### config.mk
export PLATFORM = sky130hd
export DESIGN_NAME = mux_rr_arbiter
export DESIGN_NICKNAME = d
export VERILOG_FILES = /design/src/rtl/mux_rr_arbiter.sv
export SDC_FILE = /design/constraint.sdc
export NUM_CORES = 1
export LEC_CHECK = 0
export BUFFER_PORTS_ARGS = -buffer_cell sky130_fd_sc_hd__buf_4
export CAP_MARGIN = 20
export CORE_AREA = 3 3 40 42
export CTS_BUF_LIST = sky130_fd_sc_hd__clkbuf_2
export DETAILED_ROUTE_END_ITERATION = 7
export DIE_AREA = 0 0 43 45
export GPL_TIMING_DRIVEN = 0
export PLACE_DENSITY = 0.7
export SLEW_MARGIN = 20
export SYNTH_ARGS = -nofsm -noshare
export SYNTH_HDL_FRONTEND = slang
export SYNTH_SLANG_ARGS = --single-unit
### constraint.sdc
create_clock -name clk -period 1.8 [get_ports clk]
set_clock_uncertainty 0.2 [all_clocks]
set_input_delay 0.18 -clock clk [delete_from_list [all_inputs] [get_ports clk]]
set_output_delay 0.18 -clock clk [all_outputs]
set_load 0.05 [all_outputs]
### src/rtl/mux_rr_arbiter.sv
// mux_rr_arbiter
// Round-robin arbiter that owns the select input of a shared 4:1 mux.
// Four requesters raise req and hold it while they need the shared path;
// the arbiter issues a registered one-hot grant and the encoded owner index
// that drives the mux select.
//
// Optional feature macro: MUX_ARB_TIMEOUT_EN
//   defined   -> an owner holding the grant for MAX_HOLD cycles is preempted
//                when another requester is waiting (expired pulses once).
//   undefined -> no hold counter; a grant lasts until its owner releases it,
//                and expired is constant 0.
//
// Parameters:
//   MAX_HOLD  maximum consecutive grant cycles per ownership (2..255)
// Ports:
//   clk      in   rising-edge clock
//   rst_n    in   synchronous active-low reset
//   req      in   [3:0] request per requester
//   gnt      out  [3:0] registered one-hot grant, 0 when idle
//   sel      out  [1:0] registered owner index for the mux select
//   busy     out  registered OR of gnt
//   expired  out  registered one-cycle timeout-preemption pulse
module mux_rr_arbiter #(
  parameter int unsigned MAX_HOLD = 8
) (
  input  logic       clk,
  input  logic       rst_n,
  input  logic [3:0] req,
  output logic [3:0] gnt,
  output logic [1:0] sel,
  output logic       busy,
  output logic       expired
);

  // Reject out-of-range hold limits at elaboration.
  if ((MAX_HOLD < 2) || (MAX_HOLD > 255)) begin : g_bad_max_hold
    $error("mux_rr_arbiter: MAX_HOLD must be in 2..255");
  end

  typedef enum logic {
    IDLE  = 1'b0,
    GRANT = 1'b1
  } state_e;

  // Returns {found, index}: first set bit of r searched from p+1 upward
  // (mod 4), with p itself examined last.
  function automatic logic [2:0] rr_pick(input logic [3:0] r, input logic [1:0] p);
    logic [2:0] res;
    logic [1:0] idx;
    res = 3'b000;
    for (int k = 1; k <= 4; k++) begin
      idx = p + 2'(k);
      if (!res[2] && r[idx]) begin
        res = {1'b1, idx};
      end
    end
    return res;
  endfunction

  function automatic logic [3:0] onehot4(input logic [1:0] i);
    return 4'b0001 << i;
  endfunction

  state_e     state_q, state_d;
  logic [3:0] gnt_q, gnt_d;
  logic [1:0] sel_q, sel_d;
  logic [1:0] ptr_q, ptr_d;
  logic       busy_q, busy_d;
  logic       expired_q, expired_d;

  logic [2:0] pick_s;
  logic       take_s;
  logic       drop_s;
  logic [1:0] win_s;

`ifdef MUX_ARB_TIMEOUT_EN
  localparam int unsigned CW = $clog2(MAX_HOLD + 1);
  // The counter reads n-1 during the n-th grant cycle, so reaching this value
  // means the owner has just completed MAX_HOLD cycles.
  localparam logic [CW-1:0] HOLD_LAST = CW'(MAX_HOLD - 1);

  logic [CW-1:0] cnt_q, cnt_d;
  logic [2:0]    pick_mask_s;
  logic          clr_cnt_s;
  logic          inc_cnt_s;
`endif

  // Normal search starts after the pointer; in GRANT the pointer is the owner,
  // so this is also the release search starting at owner+1.
  assign pick_s = rr_pick(req, ptr_q);

`ifdef MUX_ARB_TIMEOUT_EN
  // Timeout search excludes the current owner.
  assign pick_mask_s = rr_pick(req & ~onehot4(ptr_q), ptr_q);
`endif

  // State and all registered outputs; reset overrides every transition.
  always_ff @(posedge clk) begin
    if (!rst_n) begin
      state_q   <= IDLE;
      gnt_q     <= 4'b0000;
      sel_q     <= 2'b00;
      ptr_q     <= 2'd3;
      busy_q    <= 1'b0;
      expired_q <= 1'b0;
`ifdef MUX_ARB_TIMEOUT_EN
      cnt_q     <= '0;
`endif
    end else begin
      state_q   <= state_d;
      gnt_q     <= gnt_d;
      sel_q     <= sel_d;
      ptr_q     <= ptr_d;
      busy_q    <= busy_d;
      expired_q <= expired_d;
`ifdef MUX_ARB_TIMEOUT_EN
      cnt_q     <= cnt_d;
`endif
    end
  end

  // Next-state: decide whether to hand the mux to a new winner, drop to idle,
  // or keep the current owner.
  always_comb begin
    take_s    = 1'b0;
    drop_s    = 1'b0;
    win_s     = 2'b00;
    expired_d = 1'b0;
    state_d   = state_q;
    gnt_d     = gnt_q;
    sel_d     = sel_q;
    ptr_d     = ptr_q;
    busy_d    = busy_q;
`ifdef MUX_ARB_TIMEOUT_EN
    clr_cnt_s = 1'b0;
    inc_cnt_s = 1'b0;
`endif

    case (state_q)
      IDLE: begin
        if (pick_s[2]) begin
          take_s = 1'b1;
          win_s  = pick_s[1:0];
        end else begin
          drop_s = 1'b0;
        end
      end
      GRANT: begin
        if (!req[ptr_q]) begin
          // Release: hand over on the same edge if anyone is waiting.
          if (pick_s[2]) begin
            take_s = 1'b1;
            win_s  = pick_s[1:0];
          end else begin
            drop_s = 1'b1;
          end
        end else begin
`ifdef MUX_ARB_TIMEOUT_EN
          if (cnt_q == HOLD_LAST) begin
            // Hold limit reached: preempt only if someone else is waiting,
            // otherwise restart the owner's hold window.
            clr_cnt_s = 1'b1;
            if (pick_mask_s[2]) begin
              take_s    = 1'b1;
              win_s     = pick_mask_s[1:0];
              expired_d = 1'b1;
            end else begin
              take_s = 1'b0;
            end
          end else begin
            inc_cnt_s = 1'b1;
          end
`else
          take_s = 1'b0;
`endif
        end
      end
      default: begin
        drop_s = 1'b1;
      end
    endcase

    if (take_s) begin
      state_d = GRANT;
      gnt_d   = onehot4(win_s);
      sel_d   = win_s;
      ptr_d   = win_s;
      busy_d  = 1'b1;
    end else if (drop_s) begin
      // sel and ptr keep the last owner while idle.
      state_d = IDLE;
      gnt_d   = 4'b0000;
      busy_d  = 1'b0;
    end else begin
      state_d = state_q;
    end

`ifdef MUX_ARB_TIMEOUT_EN
    if (take_s || clr_cnt_s) begin
      cnt_d = '0;
    end else if (inc_cnt_s && (cnt_q != {CW{1'b1}})) begin
      cnt_d = cnt_q + CW'(1);
    end else begin
      cnt_d = cnt_q;
    end
`endif
  end

  // Outputs come straight from registers.
  always_comb begin
    gnt     = gnt_q;
    sel     = sel_q;
    busy    = busy_q;
    expired = expired_q;
  end

endmodule

# After elaboration in Yosys (flattened, before gate mapping)
# Index checks and enable logic that the tools add are counted.
[classes]
add_sub_neg = 3
n_lt_le_gt_ge = 4
shifts = 1
muxes = 25
n_bitwise = 1
reduce_logical = 7
[ops]
columns = ["operator", "n"]
rows = [
  ["$lt A2 B3 Y1 const B", 4],
  ["$mux W3", 4],
  ["$mux W1", 10],
  ["$bmux W1 S2", 4],
  ["$mux W4", 2],
  ["$add A2 B2 Y2 const B", 2],
  ["$mux W2", 2],
  ["$pmux W1 S2", 2],
  ["$pmux W2 S2", 1],
  ["$shl A1 B2 Y4 const A", 1],
  ["$logic_and A1 B1 Y1", 3],
  ["$logic_not A1 Y1", 3],
  ["$add A2 B1 Y2 const B", 1],
  ["$reduce_bool A2 Y1", 1],
  ["$not A1 Y1", 1],
]
[totals]
reg_bits = 9
inputBits = 6

# Logic depth before layout (Yosys ltp)
# Gate-level depths: netlist (run 1).
[depth]
ltp_word = 18
mapped_depth = 6
ltp_nobuf = 5

# Least setup slack after synthesis (run 1)
# OpenSTA, ideal clock, no wires.
[synth_timing]
kind = "register to register"
startpoint = "reg ptr_q[1]"
endpoint = "reg gnt_q[0] (netlist: gnt[0])"
arrival_ns = 1.416
slack_ns = 0.122
path_stages_with_launch = 6
n_path_buf = 0
period_less_slack_ns = 1.678
cell_sequence = "dfxtp_1 mux4_2 nand2_2 nand2_2 a211oi_2 a32o_1"
[synth_via]
elab_chain_len = 18
[synth_rtl]
columns = ["element", "line", "rtl"]
rows = [
  ["start: declaration", "67", "logic [1:0] ptr_q, ptr_d;"],
  ["start signal: assignment", "113", "ptr_q <= ptr_d;"],
  ["$add A2 B1 Y2", "52", "idx = p + 2'(k);"],
  ["$bmux W1 S2", "53", "if (!res[2] && r[idx]) begin"],
  ["$mux W1 (not written as such)", "53", ""],
  ["$mux W3", "53", ""],
  ["$logic_not A1 Y1", "53", ""],
  ["$logic_and A1 B1 Y1", "53", ""],
  ["$mux W3", "53", ""],
  ["$logic_not A1 Y1", "53", ""],
  ["(+2 left out)", "-", ""],
  ["$logic_not A1 Y1", "53", ""],
  ["$logic_and A1 B1 Y1", "53", ""],
  ["$mux W3", "53", ""],
  ["$mux W2", "141, 151", ""],
  ["$mux W2", "149", "if (!req[ptr_q]) begin"],
  ["$pmux W2 S2", "139", "case (state_q)"],
  ["$shl A1 B2 Y4", "61", "return 4'b0001 << i;"],
  ["$mux W4", "183", "if (take_s) begin"],
  ["end signal: assignment", "111", "gnt_q <= gnt_d;"],
  ["end: declaration", "65", "logic [3:0] gnt_q, gnt_d;"],
]
# Several ways; a longest one is shown, not always the timed one. The select of a mux whose other input is x is not followed.
# A chain may end at the register's enable or synchronous reset.

# Worst setup path after layout (run 1)
[layout_timing]
startpoint = "reg ptr_q[0]"
endpoint = "reg gnt_q[0] (netlist: gnt[0])"
# Same word-level chain as after synthesis.

==> run_results.csv, run 1 <==
group,metric,value,unit
die,core_region_area,1285,µm²
cells_and_area,flow.area_growth_from_synthesis,26.45,%
grt,grt_antenna_before_repair,0,
timing,layout_min_cycle_time,1.733,ns
power_and_ir_drop,power.density,989.1,nW/µm²
clocking,post-cts-setup-buffer-count,0,
logic_synthesis,synth_edf_count,0,
cells_and_area,num-nets-final,91,
logic_synthesis,yosysTopAreaCell,"dfxtp_1",
clocking,clock_tree.buffer_depth,2,
grt,gr-total-overflow,0,
logic_synthesis,netlist_area,581.8,µm²
clocking,clk_pin_slew_worst_paths,0.09,ns
routing,detail_route.vias_per_cell,5.697,
worst_setup_path,start_kind,"flip-flop",
grt,first_pass_grt_wire_length,2.221,mm
cells_and_area,drive_gt1_share,39.29,%
die,die_height,45,µm
clocking,clock_tree_from_tritoncts,"done",
worst_setup_path,timing_worst_setup_path_type,"flip-flop to flip-flop",
die,ios,14,
die,floorplan.rows,13,
logic_synthesis,synthCells,68,
clocking,cts-buffers-inserted,3,
clocking,cts_num_sinks,9,
die,floorplan.die_area,1935,µm²
logic_synthesis,netlist-cell-type-count,38,
timing,maxClockFrequency,576.9,MHz
die,starting_utilization_of_the_core_area,45.28,%
grt,grt_usage,15.59,%
timing,finalHoldViolations,0,
min_path,hold_path.class,"input pin to flip-flop",
logic_synthesis,yosysMostFrequentCell,"dfxtp_1",
routing,vias,564,
worst_setup_path,timing.critical_path.cells,"mux2_2, o21ai_1, o311a_1, o21ai_4, a32o_1",
cells_and_area,insertedDiodeCount,0,
timing,report.final.slew_viol_count,0,
routing,detailedRoute.firstPassIterationCount,4,
place,place.port_buffers,11,
routing,totalWireLength,1.314,mm
logic_synthesis,synth.top_cells.by_count,"9 x dfxtp_1, 8 x nand2_1, 6 x o21ai_0",
logic_synthesis,syn_avg_cell_area,8.556,µm²
worst_setup_path,cp_max_fo,6,
routing,drc_errors,0,
worst_setup_path,cp-end-kind,"flip-flop",
run,drv_cap,0,
clocking,cts.htree.levels,1,
place,gp_routability_congestion,0.8111,
worst_setup_path,slowest_stage,"dfxtp_2",
power_and_ir_drop,power.total,727.7,µW
power_and_ir_drop,peakVddDrop,473.2,µV
place,post-dp-hpwl,981.9,µm
worst_setup_path,worst_path_largest_cell_delay,0.36,ns
logic_synthesis,yosys_most_used_dff,"dfxtp_1",
outcome,outcome,"complete, no violations",
grt,pin_count_of_the_biggest_net_entering_global_routing,11,
clocking,cts_root_buf,"clkbuf_2",
routing,detail-route-antenna-nets,0,
logic_synthesis,synthArstFlopShare,0,%
power_and_ir_drop,power_leakage,0.0003098,µW
logic_synthesis,share_of_the_synthesized_area_in_the_top_cell_type,30.97,%
die,die_x,43,µm
worst_setup_path,critical_path_arrival,1.68,ns
logic_synthesis,synth.yosys.warnings,0,
logic_synthesis,synth-seq-cells,9,
logic_synthesis,synth.yosys.seq_area_share,30.97,%
grt,number_of_global_route_vias_before_repair,523,
logic_synthesis,synthesis.nets,74,
routing,routed_wirelength_normalized_by_instance_count,13.27,µm
worst_setup_path,ff2ff_setup_slack,0.07,ns
clocking,insertion_delay,0.25,ns
worst_setup_path,cp_data_required_time,1.75,ns
timing,worst_hold_slack,0.1165,ns
timing,rsz0062_at_grt,"false",
logic_synthesis,netlist_top_cells_area,"dfxtp_1 31%, o21ai_0 5.2%, nand2_1 5.2%",
timing,post-route-period-util,96.29,%
cells_and_area,finalCoreUtilization,57.25,%
timing,setup_violations,0,
routing,dr.first_iter.drc_count,14,
[cell type report]
| class | count | area (µm²) |
|---|---|---|
| clock buffer | 4 | 20.02 |
| buffer | 4 | 35.03 |
| multi-input combinational | 53 | 379.1 |
| inverter | 2 | 7.507 |
| timing repair buffer | 12 | 92.59 |
| fill | 121 | 549.3 |
| sequential | 9 | 182.7 |
| tap | 15 | 18.77 |
[final timing paths]
path	startpoint	endpoint	cells past startpoint
max reg2reg	ptr_q[0]	gnt[0]	5
min	req[3]	busy	3
max	ptr_q[0]	gnt[0]	5
min reg2reg	sel[1]	sel[1]	2
[worst max-delay path: cells and delay by family (launching register included)]
family             cells  cell delay, ns
AOI/OAI and AO/OA      4            0.74
DFF                    1            0.36
muxes                  1            0.34
[logic make-up (layout without fill, tap and decap cells)]
family	Yosys count	after routing	synth area share (%)
buf+inv	6	22	6.021
compound gates	20	20	26.02
simple gates	30	30	30.54
mux	2	2	5.806
flops	9	9	30.97
other cells	1	1	0.6445
[timing repair]
item,CTS,global route
setup endpoints to repair,6,6
pin swaps,1,2
hold buffers,1,0
hold endpoints to repair,3,0
resized for setup,3,7
[flip-flops by register name, indices dropped and copies added (netlist names)]
name   cells
ptr_q      2
gnt        4
busy       1
sel        2
[layer usage]
layer / global-route usage, % / vias up / routed length [µm] / part of all wire, %
li1: - / 278 / - / -
met1: 18.92 / 269 / 570 / 43
met2: 24.55 / 15 / 649 / 49
met3: 7.570 / 2 / 84 / 6.4
met4: 4.819 / 0 / 10 / 0.76
met5: 0 / - / 0 / 0
[placed cells by master, fill, tap and decap left out, types with 2 or more instances in the layout]
cell      count
buf_6         2
o21ai_1       2
inv_1         2
nor2_1        2
o21ai_0       4
nand2_1       8
and2b_1       2
dfxtp_1       7
dfxtp_2       2
buf_4        12
a21oi_1       4
clkbuf_2      5
nand3_1       2
nor2b_1       3
[power by group]
group          internal (µW)  switching [µW]
Sequential               233            21.6
Combinational            134             212
Clock                   59.0            67.8
[metrics by stage]
step                instance area [µm²]  worst slack (ns)  setup TNS, ns  std cells
floorplan                         581.8            0.1219              0         68
global placement                  683.2         -0.009684      -0.009684         94
detailed placement                683.2          -0.03507        -0.1012         94
CTS                               721.9          0.004603              0         99
global route                      735.7          0.006745              0         99
finish                            735.7           0.06670              0         99
(Power assumes the default switching activity.)
==> run 2: changes to the inputs <==
Settings changed: CELL_PAD_IN_SITES_DETAIL_PLACEMENT from default to 0, CELL_PAD_IN_SITES_GLOBAL_PLACEMENT from default to 1, CORE_AREA 3 3 40 42 to default, CORE_MARGIN from default to 3, CORE_UTILIZATION from default to 35, DIE_AREA 0 0 43 45 to default, PLACE_DENSITY 0.7 to default, PLACE_DENSITY_LB_ADDON from default to 0.1.
==> run 2 against run 1 <==
  * Core utilization fell by 9.0 points
  * Largest power group unchanged
  * Non-clock buffer count rose by 1
  * Critical path depth did not move
  * Sequential power barely moved
  * Global-route usage fell by 1.5 points
==> run_results.csv, run 2 (synthesized netlist as in run 1, its figures left out) <==
group,metric,value,unit
outcome,outcome,"complete, no violations",
worst_setup_path,slowest_stage,"dfxtp_2",
min_path,hold_path.class,"input pin to flip-flop",
place,post-dp-hpwl,931.2,µm
die,core_region_area,1541,µm²
die,ios,14,
cells_and_area,final_cells,101,
grt,gr-total-overflow,0,
routing,totalWireLength,1.311,mm
routing,met2_wirelength,559,µm
routing,routed.top_layer,"met4",
cells_and_area,most_common_cell_after_layout_fill_and_taps_aside,"buf_4",
worst_setup_path,cp_max_fo,6,
die,starting_utilization_of_the_core_area,37.74,%
min_path,hold-path-cell-count,3,
clocking,cts-buffers-inserted,3,
routing,detailedRoute.firstPassIterationCount,4,
routing,wl_met3,57,µm
power_and_ir_drop,power.share.sequential,34.6,%
clocking,insertion_delay,0.24,ns
worst_setup_path,sum_of_buffers_and_inverters_on_the_critical_path,0,
place,place.port_buffers,11,
routing,vias,542,
worst_setup_path,timing.critical_path.cells,"mux2_2, o21ai_1, o311a_1, o21ai_4, a32o_1",
cells_and_area,num-nets-final,92,
timing,post-route-period-util,96.21,%
clocking,clk_pin_slew_worst_paths,0.09,ns
grt,pin_count_of_the_biggest_net_entering_global_routing,11,
cells_and_area,flow.area_growth_from_synthesis,27.96,%
cells_and_area,layout.cell_area.non_filler,744.5,µm²
timing,rsz0062_at_grt,"false",
place,gp_routability_congestion,0.7915,
die,die_x,46.77,µm
cells_and_area,insertedDiodeCount,0,
clocking,cts_num_sinks,9,
worst_setup_path,start_kind,"flip-flop",
die,die_height,46.77,µm
die,floorplan.rows,14,
clocking,cts.htree.levels,1,
power_and_ir_drop,power.density,986.8,nW/µm²
die,floorplan.die_area,2187,µm²
worst_setup_path,cp_data_required_time,1.74,ns
grt,grt_antenna_before_repair,0,
grt,first_pass_grt_wire_length,2.187,mm
clocking,clock_tree.buffer_depth,2,
timing,maxClockFrequency,577.5,MHz
cells_and_area,drive_gt1_share,40.00,%
worst_setup_path,timing_worst_setup_path_type,"flip-flop to flip-flop",
power_and_ir_drop,power_leakage,0.0003147,µW
cells_and_area,filler_cell_count,171,
worst_setup_path,cp-end-kind,"flip-flop",
power_and_ir_drop,power.total,734.6,µW
place,placed_cells,95,
cells_and_area,commonest_cells_after_routing_fill_and_taps_aside,"13 x buf_4, 8 x nand2_1, 7 x dfxtp_1",
worst_setup_path,critical_path_arrival,1.67,ns
worst_setup_path,cpLargestDelayFamily,"compound AO/OA/AOI/OAI gates",
routing,dr.first_iter.drc_count,3,
timing,layout_min_cycle_time,1.732,ns
timing,report.final.slew_viol_count,0,
power_and_ir_drop,cellInternalPower,431.6,µW
power_and_ir_drop,share_comb_of_total_power,48.1,%
routing,detail_route.vias_per_cell,5.366,
power_and_ir_drop,p_switching,303.1,µW
routing,drc_errors,0,
worst_setup_path,worst_r2r_path_depth,5,
clocking,clock_tree_from_tritoncts,"done",
run,drv_cap,0,
routing,routed_wirelength_normalized_by_instance_count,12.98,µm
power_and_ir_drop,clockPowerShare,17.3,%
power_and_ir_drop,peakVddDrop,547.7,µV
clocking,cts_root_buf,"clkbuf_2",
place,dpl_cell_area,684.4,µm²
grt,number_of_global_route_vias_before_repair,468,
grt,grt_usage,14.09,%
timing,setup_violations,0,
timing,finalHoldViolations,0,
routing,drt-met1-wl,690,µm
power_and_ir_drop,swShare,41.25,%
cells_and_area,largest_register_ffs,4,
routing,detail-route-antenna-nets,0,
worst_setup_path,cp_num_cells,5,
worst_setup_path,worst_path_largest_cell_delay,0.36,ns
## run 2: changes by cell type in the layout (fill, tap and decap cells not counted)
cell,before,now
o21ai_1,2,1
buf_4,12,13
o21ai_0,4,5
## run 2: area by class of cell
cell class | instances | area, µm² | share of cell area [%]
sequential | 9 | 182.7 | 24.54
multi-input combinational | 53 | 379.1 | 50.92
inverter | 2 | 7.507 | 1.008
tap | 16 | 20.02 | 2.689
clock buffer | 4 | 20.02 | 2.689
buffer | 4 | 35.03 | 4.706
timing repair buffer | 13 | 100.1 | 13.45
## run 2: path summary, 6_finish.rpt
| path | to | start | slack, ns |
|---|---|---|---|
| worst max-delay path | gnt[0] | ptr_q[0] | 0.07 |
| worst min-delay path | busy | req[3] | 0.12 |
| worst max register to register | gnt[0] | ptr_q[0] | 0.07 |
| worst min register to register | gnt[3] | gnt[3] | 0.26 |
## run 2: worst register-to-register path: cells and delay by family (launching register included)
family | cells | cell delay [ns]
mux | 1 | 0.35
compound gates | 4 | 0.73
flops | 1 | 0.36
## run 2: repair_timing
item,in CTS,in global routing
hold buffers,1,0
pin swaps,0,4
resized for setup,4,4
setup buffers,0,1
gates cloned,0,0
hold endpoints to repair,2,0
endpoints found under the setup margin,5,4
## run 2: power by group through the flow
| stage | clock network [µW] | logic [µW] | registers (µW) |
|---|---|---|---|
| final | 127 | 353 | 254 |
| after global routing | 147 | 381 | 259 |
| after global placement | 0 | 326 | 255 |
| after floorplan | 0 | 161 | 336 |
| after detailed placement | 0 | 326 | 256 |
| after CTS | 133 | 341 | 253 |
## run 2: through the flow
step | hold slack, ns | utilization [%] | setup slack (ns) | setup TNS, ns
2_1_floorplan | 0.05183 | - | 0.1219 | 0
3_3_place_gp | 0.2132 | 44.40 | -0.05169 | -0.06926
3_5_place_dp | 0.2202 | 44.40 | -0.06261 | -0.09770
4_1_cts | 0.1066 | 47.16 | 0.009878 | 0
5_1_grt | 0.1141 | 48.30 | 0.005905 | 0
6_report | 0.1163 | 48.30 | 0.06828 | 0
## run 2: per-layer routing
layer / track usage [%] / vias to the layer above
met5: 0 / -
met1: 21.43 / 249
met2: 18.16 / 11
li1: - / 280
met3: 5.747 / 2
met4: 3.315 / 0
==> run 3: changes to the inputs <==
Settings changed: BUFFER_PORTS_ARGS -buffer_cell sky130_fd_sc_hd__buf_4 to default, CORE_UTILIZATION 35 to 42, DONT_BUFFER_PORTS from default to 1.
==> run 3 against run 2 <==
  * Non-clock buffer count fell by 11
  * Sequential share of layout area rose by 3.5 points
  * Sequential power rose by 34%
  * Setup slack got worse by 0.022 ns
  * Fmax fell by 1.3%
  * Register-to-register slack got worse by 0.02 ns
  * First-iteration DRC count rose to 2.7 times the previous value
  * Highest routed layer is now met3
  * Die area fell by 15%
  * Critical path depth rose by 1
==> run_results.csv, run 3 (synthesized netlist as in run 1, its figures left out) <==
group,metric,value,unit
routing,totalWireLength,1.267,mm
die,floorplan.die_area,1868,µm²
cells_and_area,commonest_cells_after_routing_fill_and_taps_aside,"8 x nand2_1, 6 x dfxtp_1, 5 x clkbuf_2, 5 x o21ai_0, 4 x a21oi_1",
grt,globalRouteMet2Util,20.06,%
die,floorplan.rows,12,
min_path,hold_path_startpoint,"rst_n",
die,core_region_area,1201,µm²
worst_setup_path,cp_max_fo,7,
worst_setup_path,critical_path_arrival,1.72,ns
cells_and_area,largest_register_ffs,4,
grt,gr-total-overflow,0,
cells_and_area,insertedDiodeCount,0,
timing,maxClockFrequency,570.1,MHz
place,post-dp-hpwl,885.9,µm
timing,setup_violations,0,
clocking,clock_tree.buffer_depth,2,
routing,detail_route.vias_per_cell,5.591,
clocking,cts.htree.levels,1,
place,dpl_cell_area,599.3,µm²
power_and_ir_drop,power.density,1025,nW/µm²
worst_setup_path,worst_r2r_startpoint,"ptr_q[0]",
grt,grt_usage,13.99,%
clocking,cts-buffers-inserted,3,
worst_setup_path,slowest_stage,"dlygate4sd3_1",
timing,rsz0062_at_grt,"true",
die,die_x,43.22,µm
timing,post-route-period-util,97.44,%
timing,finalHoldViolations,0,
worst_setup_path,worstSetupStartpoint,"req[2]",
timing,layout_min_cycle_time,1.754,ns
grt,first_pass_grt_wire_length,2.014,mm
routing,routed_wirelength_normalized_by_instance_count,14.40,µm
timing,layout_setup_ws,0.04603,ns
worst_setup_path,cp-end-kind,"flip-flop",
grt,grt_util_met1,19.54,%
worst_setup_path,sum_of_buffers_and_inverters_on_the_critical_path,1,
timing,maxSlewHeadroom,65.21,%
run,drv_cap,0,
routing,drc_errors,0,
cells_and_area,flow.area_growth_from_synthesis,12.69,%
grt,pin_count_of_the_biggest_net_entering_global_routing,11,
clocking,clk_pin_slew_worst_paths,0.08,ns
clocking,cts_root_buf,"clkbuf_2",
cells_and_area,filler_cell_count,123,
die,ios,14,
place,placed_cells,82,
worst_setup_path,cp_data_required_time,1.76,ns
worst_setup_path,start_kind,"input pin",
worst_setup_path,cpLargestDelayFamily,"simple AND/OR/NAND/NOR gates",
clocking,clock_tree_from_tritoncts,"done",
die,die_height,43.22,µm
outcome,outcome,"complete, no violations",
routing,vias,492,
power_and_ir_drop,peakVddDrop,541.4,µV
cells_and_area,multiInputGateArea,371.6,µm²
timing,report.final.slew_viol_count,0,
grt,grt.busiest_layer,"met2",
place,gp_routability_congestion,0.7203,
place,place.port_buffers,0,
cells_and_area,layout.cell_area.non_filler,655.6,µm²
routing,detailedRoute.firstPassIterationCount,4,
grt,met3_usage,7.627,%
timing,worst_hold_slack,0.008383,ns
min_path,hold_path.class,"input pin to flip-flop",
worst_setup_path,worst_path_largest_cell_delay,0.53,ns
die,starting_utilization_of_the_core_area,48.44,%
grt,number_of_global_route_vias_before_repair,432,
cells_and_area,area.sequential,183.9,µm²
cells_and_area,num-nets-final,81,
cells_and_area,drive_gt1_share,31.08,%
worst_setup_path,timing_worst_setup_path_type,"input pin to flip-flop",
timing,worst-slew-pin-transition,0.5211,ns
timing,tns,0,ns
routing,detail-route-antenna-nets,0,
routing,dr.first_iter.drc_count,8,
clocking,cts_num_sinks,9,
cells_and_area,most_common_cell_after_layout_fill_and_taps_aside,"nand2_1",
worst_setup_path,timing.critical_path.cells,"dlygate4sd3_1, or4_4, or2_4, a21oi_4, nand2_1, o31ai_1",
grt,grt_antenna_before_repair,0,
clocking,post-cts-setup-buffer-count,0,
power_and_ir_drop,power_leakage,0.0002569,µW
clocking,insertion_delay,0.24,ns
cells_and_area,final_cells,88,
place,pre_cts_ws,-0.04047,ns
-- run 3: cell types whose count changed in the layout (fill, tap and decap cells not counted), sizes merged --
cell,previous run,this run
buf,15,3
dlygate4sd3,1,2
-- run 3: report_power, final --
part / total [µW] / switching [µW] / internal [µW]
combinational: 207 / 110 / 97.3
sequential: 340 / 107 / 234
clock: 125 / 65.7 / 59.1
total: 672 / 282 / 390
-- run 3: repair_timing --
| action | CTS | global route |
|---|---|---|
| hold buffers | 2 | 0 |
| pin swaps | 0 | 2 |
| gates cloned | 0 | 0 |
| setup endpoints to repair | 3 | 6 |
| gates resized for setup | 3 | 5 |
| hold endpoints to repair | 7 | 0 |
-- run 3: worst register-to-register path, delay by kind of cell (launching register included) --
family,cells,cell delay [ns]
flip-flops,1,0.37
AO/OA/AOI/OAI,4,0.75
multiplexers,1,0.34
-- run 3: metal layers --
| layer | wire length (µm) | vias up |
|---|---|---|
| li1 | - | 258 |
| met1 | 604 | 219 |
| met2 | 569 | 15 |
| met3 | 92 | 0 |
| met4 | 0 | 0 |
| met5 | 0 | - |
-- run 3: layout make-up --
class                      count  area share (%)
timing repair buffer           2           3.053
multi-input combinational     53           56.68
buffer                         4           5.344
sequential                     9           28.05
clock buffer                   4           3.053
inverter                       2           1.145
tap                           14           2.672
-- run 3: worst paths after layout --
| path | to | slack, ns | cells past startpoint |
|---|---|---|---|
| worst min register to register | ptr_q[0] | 0.45 | 3 |
| worst max register to register | gnt[0] | 0.05 | 5 |
| worst min-delay path | gnt[1] | 0.008 | 2 |
| worst max-delay path | gnt[2] | 0.05 | 6 |
-- run 3: through the flow --
stage                     power (µW)  util (%)
after detailed placement       531.0     49.90
after CTS                      665.6     53.65
final                          672.3     54.58
after floorplan                497.1         -
after global routing           713.2     54.58
after global placement         530.4     49.90
